==> config.mk <==
export PLATFORM = sky130hd
export DESIGN_NAME = fix_tx_scheduler
export DESIGN_NICKNAME = d
export VERILOG_FILES = /design/src/rtl/fix_pkg.sv /design/src/rtl/fix_tx_scheduler_hb_timer.sv /design/src/rtl/fix_tx_scheduler.sv
export SDC_FILE = /design/constraint.sdc
export NUM_CORES = 1
export LEC_CHECK = 0
export ABC_CLOCK_PERIOD_IN_PS = 1770
export CAP_MARGIN = 25
export CORE_MARGIN = 2
export CORE_UTILIZATION = 47
export DETAILED_ROUTE_END_ITERATION = 8
export GPL_TIMING_DRIVEN = 0
export HOLD_SLACK_MARGIN = 0.08
export PLACE_DENSITY = 0.69
export SYNTH_ARGS = -nofsm -noshare
export SYNTH_HDL_FRONTEND = slang
export SYNTH_SLANG_ARGS = --single-unit
export TNS_END_PERCENT = 30
==> constraint.sdc <==
create_clock -name clk -period 1.77 [get_ports clk]
set_clock_uncertainty 0.1 [all_clocks]
set_input_delay 0.177 -clock clk [delete_from_list [all_inputs] [get_ports clk]]
set_output_delay 0.177 -clock clk [all_outputs]
set_load 0.01 [all_outputs]
==> src/rtl/fix_pkg.sv <==
// fix_pkg: shared FIX message type codes, requester owners and scheduler states
package fix_pkg;
  localparam logic [2:0] TYPE_LOGON     = 3'b001;
  localparam logic [2:0] TYPE_HEARTBEAT = 3'b010;
  localparam logic [2:0] TYPE_LOGOUT    = 3'b100;
  localparam logic [2:0] TYPE_BUSINESS  = 3'b111;
  typedef enum logic [1:0] {OWN_SESS, OWN_HB, OWN_BIZ} owner_e;
  typedef enum logic [1:0] {IDLE, WAIT_CREATE, WAIT_SENT} state_e;
endpackage

==> src/rtl/fix_tx_scheduler_hb_timer.sv <==
// hb_timer: counts open-session idle cycles and raises pending when a heartbeat is due
module hb_timer
  import fix_pkg::*;
#(
  parameter int HB_INTERVAL = 1000
) (
  input  logic clk,
  input  logic rst,
  input  logic enable,
  input  logic clear,
  output logic pending
);
  localparam int W = $clog2(HB_INTERVAL);
  localparam logic [W-1:0] LAST = W'(HB_INTERVAL - 1);
  logic [W-1:0] cnt;
  always_ff @(posedge clk)
    if (rst || clear || !enable) begin
      cnt <= '0;
      pending <= 1'b0;
    end else begin
      cnt <= (cnt == LAST) ? cnt : cnt + 1'b1;
      pending <= pending || (cnt == LAST);
    end
endmodule

==> src/rtl/fix_tx_scheduler.sv <==
// fix_tx_scheduler: arbitrates session, heartbeat and business messages onto one builder/transmit path
module fix_tx_scheduler
  import fix_pkg::*;
#(
  parameter int HB_INTERVAL  = 1000,
  parameter int STEP_TIMEOUT = 64
) (
  input  logic       clk,
  input  logic       rst,
  input  logic       session_open_i,
  input  logic       sess_req_i,
  input  logic [2:0] sess_type_i,
  input  logic       biz_req_i,
  input  logic       message_created_i,
  input  logic       send_done_i,
  output logic [2:0] create_message_o,
  output logic       initiate_msg_o,
  output logic       send_message_o,
  output logic       sess_ack_o,
  output logic       biz_ack_o,
  output logic       err_o,
  output logic       busy_o
);
  localparam int SW = $clog2(STEP_TIMEOUT);
  localparam logic [SW-1:0] STEP_LAST = SW'(STEP_TIMEOUT - 1);
  state_e state, state_n;
  owner_e owner, owner_n;
  logic [SW-1:0] step, step_n;
  logic [2:0] type_n;
  logic init_n, send_n, sack_n, back_n, err_n;
  logic hb_pending, grant_hb, grant_biz, timeout, sent;
  assign grant_hb  = hb_pending && session_open_i;
  assign grant_biz = biz_req_i && session_open_i;
  assign timeout   = step == STEP_LAST;
  assign sent      = state == WAIT_SENT && send_done_i;
  hb_timer #(.HB_INTERVAL(HB_INTERVAL)) u_hb_timer (
    .clk    (clk),
    .rst    (rst),
    .enable (session_open_i),
    .clear  (sent),
    .pending(hb_pending)
  );
  always_comb begin
    state_n = state;
    owner_n = owner;
    step_n  = step + 1'b1;
    type_n  = create_message_o;
    init_n  = 1'b0;
    send_n  = 1'b0;
    sack_n  = 1'b0;
    back_n  = 1'b0;
    err_n   = 1'b0;
    case (state)
      IDLE: begin
        step_n = '0;
        if (sess_req_i || grant_hb || grant_biz) begin
          state_n = WAIT_CREATE;
          owner_n = sess_req_i ? OWN_SESS : grant_hb ? OWN_HB : OWN_BIZ;
          type_n  = sess_req_i ? sess_type_i : grant_hb ? TYPE_HEARTBEAT : TYPE_BUSINESS;
          init_n  = 1'b1;
        end
      end
      WAIT_CREATE:
        if (message_created_i) begin
          state_n = WAIT_SENT;
          step_n  = '0;
          send_n  = 1'b1;
        end else if (timeout) begin
          state_n = IDLE;
          type_n  = '0;
          err_n   = 1'b1;
        end
      WAIT_SENT:
        if (send_done_i) begin
          state_n = IDLE;
          type_n  = '0;
          sack_n  = owner == OWN_SESS;
          back_n  = owner == OWN_BIZ;
        end else if (timeout) begin
          state_n = IDLE;
          type_n  = '0;
          err_n   = 1'b1;
        end
      default: state_n = IDLE;
    endcase
  end
  always_ff @(posedge clk)
    if (rst) begin
      state            <= IDLE;
      owner            <= OWN_SESS;
      step             <= '0;
      create_message_o <= '0;
      initiate_msg_o   <= 1'b0;
      send_message_o   <= 1'b0;
      sess_ack_o       <= 1'b0;
      biz_ack_o        <= 1'b0;
      err_o            <= 1'b0;
      busy_o           <= 1'b0;
    end else begin
      state            <= state_n;
      owner            <= owner_n;
      step             <= step_n;
      create_message_o <= type_n;
      initiate_msg_o   <= init_n;
      send_message_o   <= send_n;
      sess_ack_o       <= sack_n;
      biz_ack_o        <= back_n;
      err_o            <= err_n;
      busy_o           <= state_n != IDLE;
    end
endmodule

==> out/qor.txt <==
Status = finished, final reports clean
Via count = 1067
FFs w/ async S/R, synth = 0%
Initial DRC count = 23
Syn Nets = 156
Hold Crit Class = register to register
RePlAce Congestion = 0.815
Xor and xnor area share after synthesis = 6.66%
Hold WS = 0.351 ns
Clock buffer depth = 2
CTS root buffer = clkbuf_4
Slew Limit Fails = 0
Main combinational cell family by area after synthesis = simple AND/OR/NAND/NOR gates
Share of layout cells above drive strength 1 = 16.5%
DR DRC count = 0
Final Cycle Share = 95.8%
Die W = 56.9 um
Cell count after synthesis = 140
Antenna fix cells = 0
Adder-cell share of the synthesized area = 5.71%
Global-route wire length before repair = 4530 um
Sink Count = 30
Die area = 3240 um^2
Worst endpoint required time = 1.91 ns
Avg WL per Cell = 12.8 um
Number of vias per cell = 5.31
Post-synth EDFFs = 0
Crit path capture type = register
VDD IR-drop max = 0.734 mV
Num rows = 19
Worst Path Max Fanout = 4
Starting Density = 48.5%
Antenna-violating nets left = 0
Seq/Total Area, Yosys = 45.7%
Post-synthesis mux area share = 0.761%
TritonRoute pass-1 iters = 4
Layout fillers = 232
Vias in the first global route = 1025
Syn-to-layout area delta = 28.7%
Max-Cap Viols = 0
Syn Area/Cell = 9.39 um^2
Crit start category = register
CTS tree = built
Netlist Area Pre-Place = 1320 um^2
H-tree levels = 2
Core Region = 2710 um^2
P per Cell Area = 872 nW/um^2
Die height = 56.9 um
Overflow after GRT = 0
Post-Synth Simple-Gate Area = 25.5%
Yosys warns = 0
Placement Cell Area = 1540 um^2
Tot GR Track Use = 18.1%
Actual slew at the worst max-slew pin = 0.495 ns
Fin. Hold Viols = 0
CTS Buf Count = 5
Port Buffers = 18
I/O pins = 19
Arr. time, crit path = 1.83 ns
Synth cell types = 36
Routed wire length = 2560 um
Tmin final = 1.70 ns
Max transition margin = 67.0%
Compound-Gate Fraction of Synth Area = 12.8%
Clock Latency Late Sink = 0.32 ns
Final setup violating endpoints = 0
Yosys reg bits = 30
CTS clk-pin slew, worst paths = 0.09 ns
Antenna violations before repair = 0
Layout Nets = 185
Ys flop type = dfxtp_1
Largest net degree at the start of global routing = 11
P_leak = 0.617 nW
Maximum clock rate = 590 MHz
Dpl hpwl = 1840 um
CP Class = register to register
Final instance area = 1690 um^2
worst max-delay path: stages (launching register included):
cell,delay (ns)
dfxtp_2,0.34
inv_2,0.05
ha_4,0.16
nor2b_1,0.14
nor2b_4,0.15
or4b_4,0.56
o32ai_2,0.10
synthesized netlist by cell type, types with 2 or more instances:
cell type	n	area share (%)
nor3_1	8	3.0
a21oi_1	6	2.3
nor2_1	21	6.0
nand3_1	7	2.7
ha_1	6	5.7
and2_1	3	1.4
inv_1	8	2.3
dfxtp_1	30	46
o32ai_1	3	2.0
xor2_1	5	3.3
xnor2_1	5	3.3
a32oi_1	2	1.3
nand2b_1	3	1.4
clkbuf_1	2	0.57
nand2_1	5	1.4
o21ai_0	3	1.1
nor2b_1	4	1.9
kinds of logic after synthesis:
kind of cell,Yosys count
XOR/XNOR,10
multiplexers,1
buffers and inverters,10
adder cells (fa/ha/maj),6
AND/OR/NAND/NOR,61
AO/OA/AOI/OAI,22
flip-flops,30
layer usage:
| metal | wire [um] | share of wire [%] | vias up | global-route usage, % |
|---|---|---|---|---|
| met5 | 0 | 0 | - | 0 |
| met4 | 23 | 0.90 | 0 | 7.97 |
| met3 | 161 | 6.3 | 4 | 7.37 |
| met2 | 1200 | 47 | 23 | 26.6 |
| met1 | 1180 | 46 | 493 | 23.1 |
| li1 | - | - | 547 | - |
cell type report:
| type | count | area, um^2 | area share, % |
|---|---|---|---|
| Multi-Input combinational cell | 100 | 724 | 42.8 |
| Sequential cell | 30 | 603 | 35.6 |
| Timing Repair Buffer | 22 | 210 | 12.4 |
| Clock buffer | 8 | 78.8 | 4.66 |
| Tap cell | 31 | 38.8 | 2.29 |
| Inverter | 8 | 30.0 | 1.77 |
| Buffer | 2 | 7.51 | 0.443 |
through the flow:
step | utilization (%) | power (mW) | setup slack [ns] | setup TNS, ns | instances
floorplan | - | 0.863 | 0.0403 | 0 | 140
global placement | 56.7 | 0.941 | -0.103 | -0.297 | 189
detailed placement | 56.7 | 0.946 | -0.126 | -0.346 | 189
CTS | 60.2 | 1.46 | 0.00686 | 0 | 199
global route | 62.5 | 1.54 | -0.0117 | -0.0201 | 201
finish | 62.5 | 1.48 | 0.0746 | 0 | 201
sequential cells by signal (all words and copies together), names as in the netlist:
register and cells:
u_hb_timer.cnt 10, step 6, create_message_o 3, owner 2, state 2, biz_ack_o 1, busy_o 1, err_o 1
initiate_msg_o 1, send_message_o 1, sess_ack_o 1, u_hb_timer.pending 1
power breakdown:
part | internal, mW | switching [mW] | leakage, nW | total (mW)
clock network | 0.271 | 0.231 | 0.0446 | 0.502
registers | 0.705 | 0.0151 | 0.245 | 0.720
logic | 0.136 | 0.118 | 0.328 | 0.254
path summary, 6_finish.rpt:
kind / slack [ns] / cells after the start / start / endpoint
max reg2reg: 0.07 / 6 / state[1] / create_message_o[0]
min reg2reg: 0.35 / 1 / owner[1] / sess_ack_o
min: 0.35 / 1 / owner[1] / sess_ack_o
max: 0.07 / 6 / state[1] / create_message_o[0]
cells in the final DEF (no fill, tap or decap), drive strengths merged, types with 2 or more instances in the layout:
| master | instances |
|---|---|
| o21ai | 4 |
| clkdlybuf4s50 | 18 |
| dfxtp | 30 |
| buf | 4 |
| inv | 8 |
| a32oi | 2 |
| xnor2 | 5 |
| ha | 6 |
| nor2 | 21 |
| nor2b | 5 |
| o32ai | 3 |
| xor2 | 5 |
| clkbuf | 10 |
| nand2 | 5 |
| nand2b | 3 |
| a21oi | 6 |
| nor3 | 8 |
| nand3 | 7 |
| nor4 | 2 |
| and2 | 3 |
what timing repair did:
action                                  in CTS  in global routing
endpoints found under the setup margin       3                  4
pin swaps                                    0                  7
gates resized for setup                      2                 10
hold buffers                                 0                  0
setup buffers                                2                  2
Note: power is estimated with default switching activity, not from simulation.
